File: config.mk
export PLATFORM = sky130hd
export DESIGN_NAME = rx_lane_arbiter
export DESIGN_NICKNAME = d
export VERILOG_FILES = /design/src/rtl/rx_lane_arbiter.sv
export SDC_FILE = /design/constraint.sdc
export NUM_CORES = 1
export LEC_CHECK = 0
export BUFFER_PORTS_ARGS = -buffer_cell sky130_fd_sc_hd__buf_4
export CAP_MARGIN = 20
export CORE_ASPECT_RATIO = 1.75
export CORE_MARGIN = 1.5
export CORE_UTILIZATION = 39
export CTS_CLUSTER_DIAMETER = 30
export CTS_CLUSTER_SIZE = 12
export DETAILED_ROUTE_END_ITERATION = 8
export GPL_TIMING_DRIVEN = 1
export PLACE_DENSITY = 0.78
export SYNTH_ARGS = -nofsm -noshare
export SYNTH_HDL_FRONTEND = slang
export SYNTH_SLANG_ARGS = --single-unit
File: constraint.sdc
create_clock -name aclk -period 1.7 [get_ports aclk]
set_input_delay 0.17 -clock aclk [delete_from_list [all_inputs] [get_ports aclk]]
set_output_delay 0.17 -clock aclk [all_outputs]
set_load 0.02 [all_outputs]
File: src/rtl/rx_lane_arbiter.sv
// rx_lane_arbiter: round-robin arbiter that moves packets from NUM_LANES
// serial receive lanes into a single downstream FIFO port through one
// output register (EMPTY/FULL two-state FSM, one packet per cycle sustained).
// Optional feature: define RX_ARB_PKT_COUNT_EN to add a saturating 16-bit
// pkt_count output counting output transfers.
module rx_lane_arbiter #(
    parameter int NUM_LANES     = 4,
    parameter int PACKET_LENGTH = 32
) (
    input  logic                               aclk,
    input  logic                               aresetn,
    input  logic                               enable,
    input  logic [NUM_LANES*PACKET_LENGTH-1:0] lane_data,
    input  logic [NUM_LANES-1:0]               lane_valid,
    output logic [NUM_LANES-1:0]               lane_ready,
    output logic [PACKET_LENGTH-1:0]           fifo_data,
    output logic [2:0]                         fifo_lane,
    output logic                               fifo_valid,
    input  logic                               fifo_ready,
    output logic                               busy
`ifdef RX_ARB_PKT_COUNT_EN
    ,
    output logic [15:0]                        pkt_count
`endif
);

    typedef enum logic {
        EMPTY = 1'b0,
        FULL  = 1'b1
    } state_t;

    state_t                   state;
    logic [2:0]               last_grant;
    logic [3:0]               cand;
    logic                     grant_found;
    logic [2:0]               grant_idx;
    logic [PACKET_LENGTH-1:0] sel_data;
    logic                     out_free;
    logic                     out_xfer;
    logic                     lane_xfer;

    // The output register can take a new packet when empty or draining this cycle.
    assign out_free = !fifo_valid || fifo_ready;
    assign out_xfer = fifo_valid && fifo_ready;
    assign lane_xfer = |lane_ready;

    // Busy covers a held packet and any lane still asking; forced low in reset.
    assign busy = aresetn && (fifo_valid || (|lane_valid));

    // Round-robin search starting one past the last granted lane, with wrap.
    always_comb begin
        // NOTE: every combinational output gets a default first so no path leaves it unassigned (no latch).
        grant_found = 1'b0;
        grant_idx   = '0;
        cand        = '0;
        for (int k = 1; k <= NUM_LANES; k++) begin
            cand = {1'b0, last_grant} + 4'(k);
            if (cand >= 4'(NUM_LANES)) begin
                cand = cand - 4'(NUM_LANES);
            end
            for (int i = 0; i < NUM_LANES; i++) begin
                if (!grant_found && (cand == 4'(i)) && lane_valid[i]) begin
                    grant_found = 1'b1;
                    grant_idx   = 3'(i);
                end
            end
        end
    end

    // Grant the winner only when allowed and the output register has room.
    always_comb begin
        lane_ready = '0;
        sel_data   = '0;
        for (int i = 0; i < NUM_LANES; i++) begin
            if (grant_idx == 3'(i)) begin
                sel_data = lane_data[i*PACKET_LENGTH +: PACKET_LENGTH];
                lane_ready[i] = aresetn && enable && out_free && grant_found;
            end
        end
    end

    // Output register FSM: load on lane transfer, clear on drain without reload.
    always_ff @(posedge aclk or negedge aresetn) begin
        if (!aresetn) begin
            state      <= EMPTY;
            fifo_valid <= 1'b0;
            fifo_data  <= '0;
            fifo_lane  <= '0;
            last_grant <= 3'(NUM_LANES - 1);
        end else begin
            // NOTE: state registers use non-blocking assignments so every flop samples pre-edge values.
            case (state)
                EMPTY: begin
                    if (lane_xfer) begin
                        state      <= FULL;
                        fifo_valid <= 1'b1;
                        fifo_data  <= sel_data;
                        fifo_lane  <= grant_idx;
                        last_grant <= grant_idx;
                    end
                end
                FULL: begin
                    if (lane_xfer) begin
                        fifo_valid <= 1'b1;
                        fifo_data  <= sel_data;
                        fifo_lane  <= grant_idx;
                        last_grant <= grant_idx;
                    end else if (out_xfer) begin
                        state      <= EMPTY;
                        fifo_valid <= 1'b0;
                    end
                end
                default: begin
                    state      <= EMPTY;
                    fifo_valid <= 1'b0;
                end
            endcase
        end
    end

`ifdef RX_ARB_PKT_COUNT_EN
    // Count output transfers, sticking at all-ones.
    always_ff @(posedge aclk or negedge aresetn) begin
        if (!aresetn) begin
            pkt_count <= '0;
        end else if (out_xfer && (pkt_count != 16'hFFFF)) begin
            pkt_count <= pkt_count + 16'd1;
        end
    end
`endif

endmodule

* Yosys cells after proc, flatten, opt, wreduce, memory -nomap -nowiden *
Index checks and enable logic that the tools add are counted.

storage, ports and cells
  logic and storage cells = 150
  bits in registers = 40
  input port bits = 136
  output and inout port bits = 41

operators by class
  $lt $le $gt $ge = 4
  mux-type cells = 53
  reduce and logical (&&, ||, !) cells = 62
  bitwise gates (word level) = 1
  equal/unequal tests = 17
  add/sub/neg operators = 8

operator list
  kind                                                                count
  two-way mux 32 bit                                                  5
  two-way mux 3 bit                                                   15
  logical AND 1 bit                                                   36
  == test 4 x 2 -> 1 bit (second input constant)                      8
  two-way mux 1 bit                                                   27
  == test 4 x 1 -> 1 bit (second input constant)                      4
  greater-or-equal comparator 4 x 3 -> 1 bit (second input constant)  4
  logical NOT 1 bit                                                   16
  logical NOT 4 bit                                                   4
  two-way mux 4 bit                                                   4
  subtractor 4 x 3 -> 4 bit (second input constant)                   4
  adder 3 x 2 -> 4 bit (second input constant)                        2
  OR reduction 4 bit                                                  2
  == test 3 x 2 -> 1 bit (second input constant)                      2
  adder 3 x 1 -> 4 bit (second input constant)                        1
  adder 3 x 3 -> 4 bit (second input constant)                        1
  case mux 1 bit (2 select lines)                                     2
  == test 3 x 1 -> 1 bit (second input constant)                      1
  logical NOT 3 bit                                                   1
  inequality test 3 x 1 -> 1 bit (second input constant)              1
  logical OR 1 bit                                                    2
  inequality test 2 bit (second input constant)                       1
  AND reduction 2 bit                                                 1
  NOT 1 bit                                                           1

* Logic depth before layout (Yosys ltp) *
  word-level depth = 72
  mapped depth = 8
  mapped depth without buffers = 5

* Least setup slack after synthesis *
OpenSTA, ideal clock, no wires.

  path kind = reg-to-output
  start = register last_grant[0]
  end = output port lane_ready[0]
  cell stages (with the launch flop) = 6
  required time = 1.530 ns
  buffers on the path = 1
  arrival = 1.960 ns
  path slack = -0.430 ns
  path through = dfstp_2 -> and2b_4 -> o21ai_4 -> clkbuf_1 -> nand3_1 -> nor3_1

between the ends
  cells in the longest elaborated chain, start to end = 68
  elaborated cells between the ends (all ways) = 112
  those cells by class = add/sub (8); order compare (4); eq/ne (12); mux (36); reduce/logical (52)

ends and longest elaborated chain
  element                                                                                  RTL line  text
  start: declaration                                                                       33        logic [2:0] last_grant;
  start signal: assignment                                                                 89        last_grant <= 3'(NUM_LANES - 1);
  start signal: assignment                                                                 99        last_grant <= grant_idx;
  start signal: assignment                                                                 107       last_grant <= grant_idx;
  adder 3 x 1 -> 4 bit                                                                     57        cand = {1'b0, last_grant} + 4'(k);
  subtractor 4 x 3 -> 4 bit or greater-or-equal comparator 4 x 3 -> 1 bit (tied branches)  59, 58
  two-way mux 4 bit                                                                        58        if (cand >= 4'(NUM_LANES)) begin
  logical NOT 4 bit                                                                        62        if (!grant_found && (cand == 4'(i)) && lane_valid[i]) begin
  logical AND 1 bit                                                                        62
  two-way mux 1 bit                                                                        62
  logical NOT 1 bit                                                                        62
  logical AND 1 bit (2 in series)                                                          62
  [49 not listed]                                                                          --
  logical NOT 1 bit                                                                        62
  logical AND 1 bit (2 in series)                                                          62
  two-way mux 1 bit                                                                        62
  logical NOT 1 bit                                                                        62
  logical AND 1 bit (2 in series)                                                          62
  two-way mux 3 bit or two-way mux 1 bit (tied branches)                                   62
  logical NOT 3 bit or logical AND 1 bit (tied branches)                                   75, 77
  two-way mux 1 bit (*)                                                                    75        if (grant_idx == 3'(i)) begin
  end: declaration                                                                         15        output logic [NUM_LANES-1:0] lane_ready,

Every way passes the cells marked *; elsewhere a longest branch is shown, timed or not.

* Worst setup path in the final report *
  start = register last_grant[0]
  end = register fifo_data[29]

between the ends
  cells in the longest elaborated chain, start to end = 72
  elaborated cells between the ends (all ways) = 124
  those cells by class = add/sub (8); order compare (4); eq/ne (15); mux (44); reduce/logical (53)

ends and longest elaborated chain
  element                                                                                  RTL line  text
  adder 3 x 1 -> 4 bit                                                                     57
  subtractor 4 x 3 -> 4 bit or greater-or-equal comparator 4 x 3 -> 1 bit (tied branches)  59, 58
  two-way mux 4 bit                                                                        58
  logical NOT 4 bit                                                                        62
  logical AND 1 bit                                                                        62
  two-way mux 1 bit                                                                        62
  logical NOT 1 bit                                                                        62
  logical AND 1 bit (2 in series)                                                          62
  [50 not listed]                                                                          --
  logical AND 1 bit (2 in series)                                                          62
  two-way mux 1 bit                                                                        62
  logical NOT 1 bit                                                                        62
  logical AND 1 bit (2 in series)                                                          62
  two-way mux 3 bit                                                                        62
  logical NOT 3 bit                                                                        75
  two-way mux 32 bit (4 in series)                                                         75
  two-way mux 32 bit                                                                       94, 103
  end signal: assignment                                                                   97        fifo_data <= sel_data;
  end signal: assignment                                                                   105       fifo_data <= sel_data;
  end: declaration                                                                         16        output logic [PACKET_LENGTH-1:0] fifo_data,

Several ways; a longest one is shown, not always the timed one. The select of a mux whose other input is x is not followed.
A chain may end at the register's enable or synchronous reset.

==> results.toml <==
[floorplanning]
coreArea_um2 = 6860
die-area_um2 = 7610
fp.dieH_um = 114
rows = 40
io_pins = 177
die_w_um = 66.6
start_util_pct = 40.2

[synth]
yosysWarnings = 0
synth_seq_cells = 38
ys_seq_area_share_pct = 34.6
yosysUniqueCellTypes = 37
syn_inst = 290
syn-num-nets = 426
postSynthAreaPerCell_um2 = 9.51
syn-cell-area_um2 = 2760

[grt]
grt_use_total_pct = 31.5
grt_max_degree = 40
grt_pass1_wl_um = 18500
grt_pass1_vias = 3846
antenna_found_initial = 0
grt.overflow.total = 0

[drt]
wl_met3_um = 906
vias_per_cell = 6.68
totalWireLength_um = 12600
route.detailed.drc = 0
wl_met1_um = 4160
vias = 3773
highest_layer = "met4"
drt-initial-drc-count = 476
first_pass_iters = 5
wl_per_cell_um = 22.2
dr_wl_met2_um = 6790
antenna_left = 0

[power_and_ir_drop]
power_density_nw_per_um2 = 1420
power.total_mw = 7.41
irDropWorstVdd_mv = 0.878
power.leakage_nw = 2.23

[clocking]
cts_tree = "yes"
insertion_delay_ns = 0.29
max-clock-path-buffers = 2
htree_num_levels = 2
numCtsBuffers = 5
path_clk_slew_ns = 0.06
cts_sinks = 38
clock-root-buffer = "clkbuf_16"

[cells_and_area]
drive_gt1_share_pct = 61.5
fill_cells = 466
antenna_cells = 0
stdcell_count = 565
fin_nets = 616
area.growth.synth_to_final_pct = 88.6
final_cell_area_um2 = 5200

[timing]
period_needed_ns = 2.01
fmax_mhz = 499
setup_viol = 36
layout_setup_ws_ns = -0.306
slew_violations = 0
skew_ns = 0.00632
whs_ns = 0.104
rsz0062_at_grt = "yes"
post-route-period-util_pct = 118
hold_viol_final = 0

[place]
place_congestion = 0.881
dpl_cell_area_um2 = 4640
numPortBuffers = 175
hpwlAfterDp_um = 8110
placed_cells = 540

[worst_setup_path]
criticalPathCategory = "flop to flop"
start_kind = "flop"
end_kind = "flop"
cp.required_ns = 1.93
worst-path-max-fanout = 9
cp.arrival_ns = 2.24

[run_status]
status = "finished with violations"
violations = "negative setup slack"

[flow_run]
cap_violations = 0

[hold_path]
hold_path.class = "input port to flop"
## placed cells by master, fill, tap and decap left out, drive strengths merged, types with 2 or more instances in the layout
cell and count:
buf 227, dfrtp 36, a221o 33, nand3 33, nand4 31, a41oi 31, a311oi 31, nand2 11
clkbuf 8, o21ai 4, nor2 4, nand2b 3, nor3 3, o21bai 2, nor2b 2, o221ai 2
mux2 2, a31oi 2, dfstp 2, inv 2
## cell type report
class                   count  area [um^2]  share of cell area [%]
multi-input cells         204         1920                    36.8
clock inverters             1         5.00                  0.0962
clock buffers               7          143                    2.74
well taps                  84          105                    2.02
flip-flops and latches     38          953                    18.3
inverters                   2         7.51                   0.144
repair buffers            229         2070                    39.9
## synthesized netlist by cell type
master | count | share of area (%)
dfrtp_1 | 36 | 33
a221o_1 | 33 | 12
nand3_1 | 33 | 6.0
a311oi_1 | 31 | 9.8
a41oi_1 | 31 | 9.8
nand4_1 | 31 | 7.0
clkbuf_1 | 22 | 3.0
buf_2 | 16 | 2.9
nand2_1 | 11 | 1.5
nor2_1 | 4 | 0.54
buf_6 | 3 | 1.2
buf_8 | 3 | 1.6
nand2b_1 | 3 | 0.68
o21ai_1 | 3 | 0.54
a31oi_1 | 2 | 0.45
dfstp_2 | 2 | 1.9
inv_1 | 2 | 0.27
mux2_2 | 2 | 0.82
nor2b_1 | 2 | 0.45
nor3_1 | 2 | 0.36
o21bai_1 | 2 | 0.54
a21o_1 | 1 | 0.27
a21oi_1 | 1 | 0.18
and2b_4 | 1 | 0.36
and3_1 | 1 | 0.23
buf_1 | 1 | 0.14
buf_4 | 1 | 0.27
conb_1 | 1 | 0.14
nor3_4 | 1 | 0.59
o211a_1 | 1 | 0.36
o21a_1 | 1 | 0.27
o21ai_4 | 1 | 0.59
o221ai_2 | 1 | 0.54
o221ai_4 | 1 | 0.95
o41ai_1 | 1 | 0.32
or3_1 | 1 | 0.23
or3b_4 | 1 | 0.41
## critical path: stages, from the launching register on
cell and delay, ns:
dfstp_2 0.54, and2b_4 0.21, buf_12 0.13, o221ai_4 0.22, buf_12 0.17, buf_12 0.12, nand3_1 0.07, a311oi_1 0.31
a221o_1 0.17
## power breakdown
part,total [mW],switching (mW),internal [mW]
logic,4.82,2.40,2.42
registers,1.62,0.290,1.33
clock network,0.969,0.387,0.582
total,7.41,3.07,4.33
## final timing paths
kind	startpoint	end	slack, ns	cells past startpoint
worst min register to register	state	state	0.48	2
worst min-delay path	lane_data[121]	fifo_data[25]	0.10	2
worst max register to register	last_grant[0]	fifo_data[29]	-0.31	8
worst max-delay path	last_grant[0]	fifo_data[29]	-0.31	8
min in group asynchronous	aresetn	fifo_data[2]	0.39	3
max in group asynchronous	aresetn	fifo_lane[1]	0.90	4
## repair_timing
action,4_1_cts,5_1_grt
endpoints found under the hold margin,36,23
setup endpoints to repair,35,36
gates cloned,3,1
pin swaps,18,13
buffers inserted,11,0
resized for setup,21,15
## per-layer routing
| metal | vias to the layer above | global-route usage (%) |
|---|---|---|
| met1 | 1829 | 33.7 |
| met2 | 264 | 55.8 |
| met3 | 53 | 4.72 |
| met5 | - | 0 |
| li1 | 1627 | - |
| met4 | 0 | 19.9 |
## flip-flops by register name, indices dropped and copies added, names as in the netlist
| name | cells |
|---|---|
| fifo_lane | 2 |
| state | 1 |
| last_grant | 2 |
| fifo_valid | 1 |
| fifo_data | 32 |
## metrics by stage
stage | utilization, % | setup slack [ns] | TNS, ns
global placement | 67.6 | -0.171 | -4.74
detailed placement | 67.6 | -0.232 | -5.96
CTS | 73.8 | -0.282 | -7.15
finish | 75.9 | -0.306 | -8.14
global route | 75.9 | -0.368 | -10.82
floorplan | - | -0.125 | -3.89
## logic make-up (layout without fill, tap and decap cells)
logic type / Yosys count / after routing / synth area share [%]
compound gates: 110 / 110 / 36.7
simple gates: 91 / 91 / 18.4
buf+inv: 48 / 239 / 9.43
flops: 38 / 38 / 34.6
mux: 2 / 2 / 0.816
other cells: 1 / 1 / 0.136
Note: power is estimated with default switching activity, not from simulation.
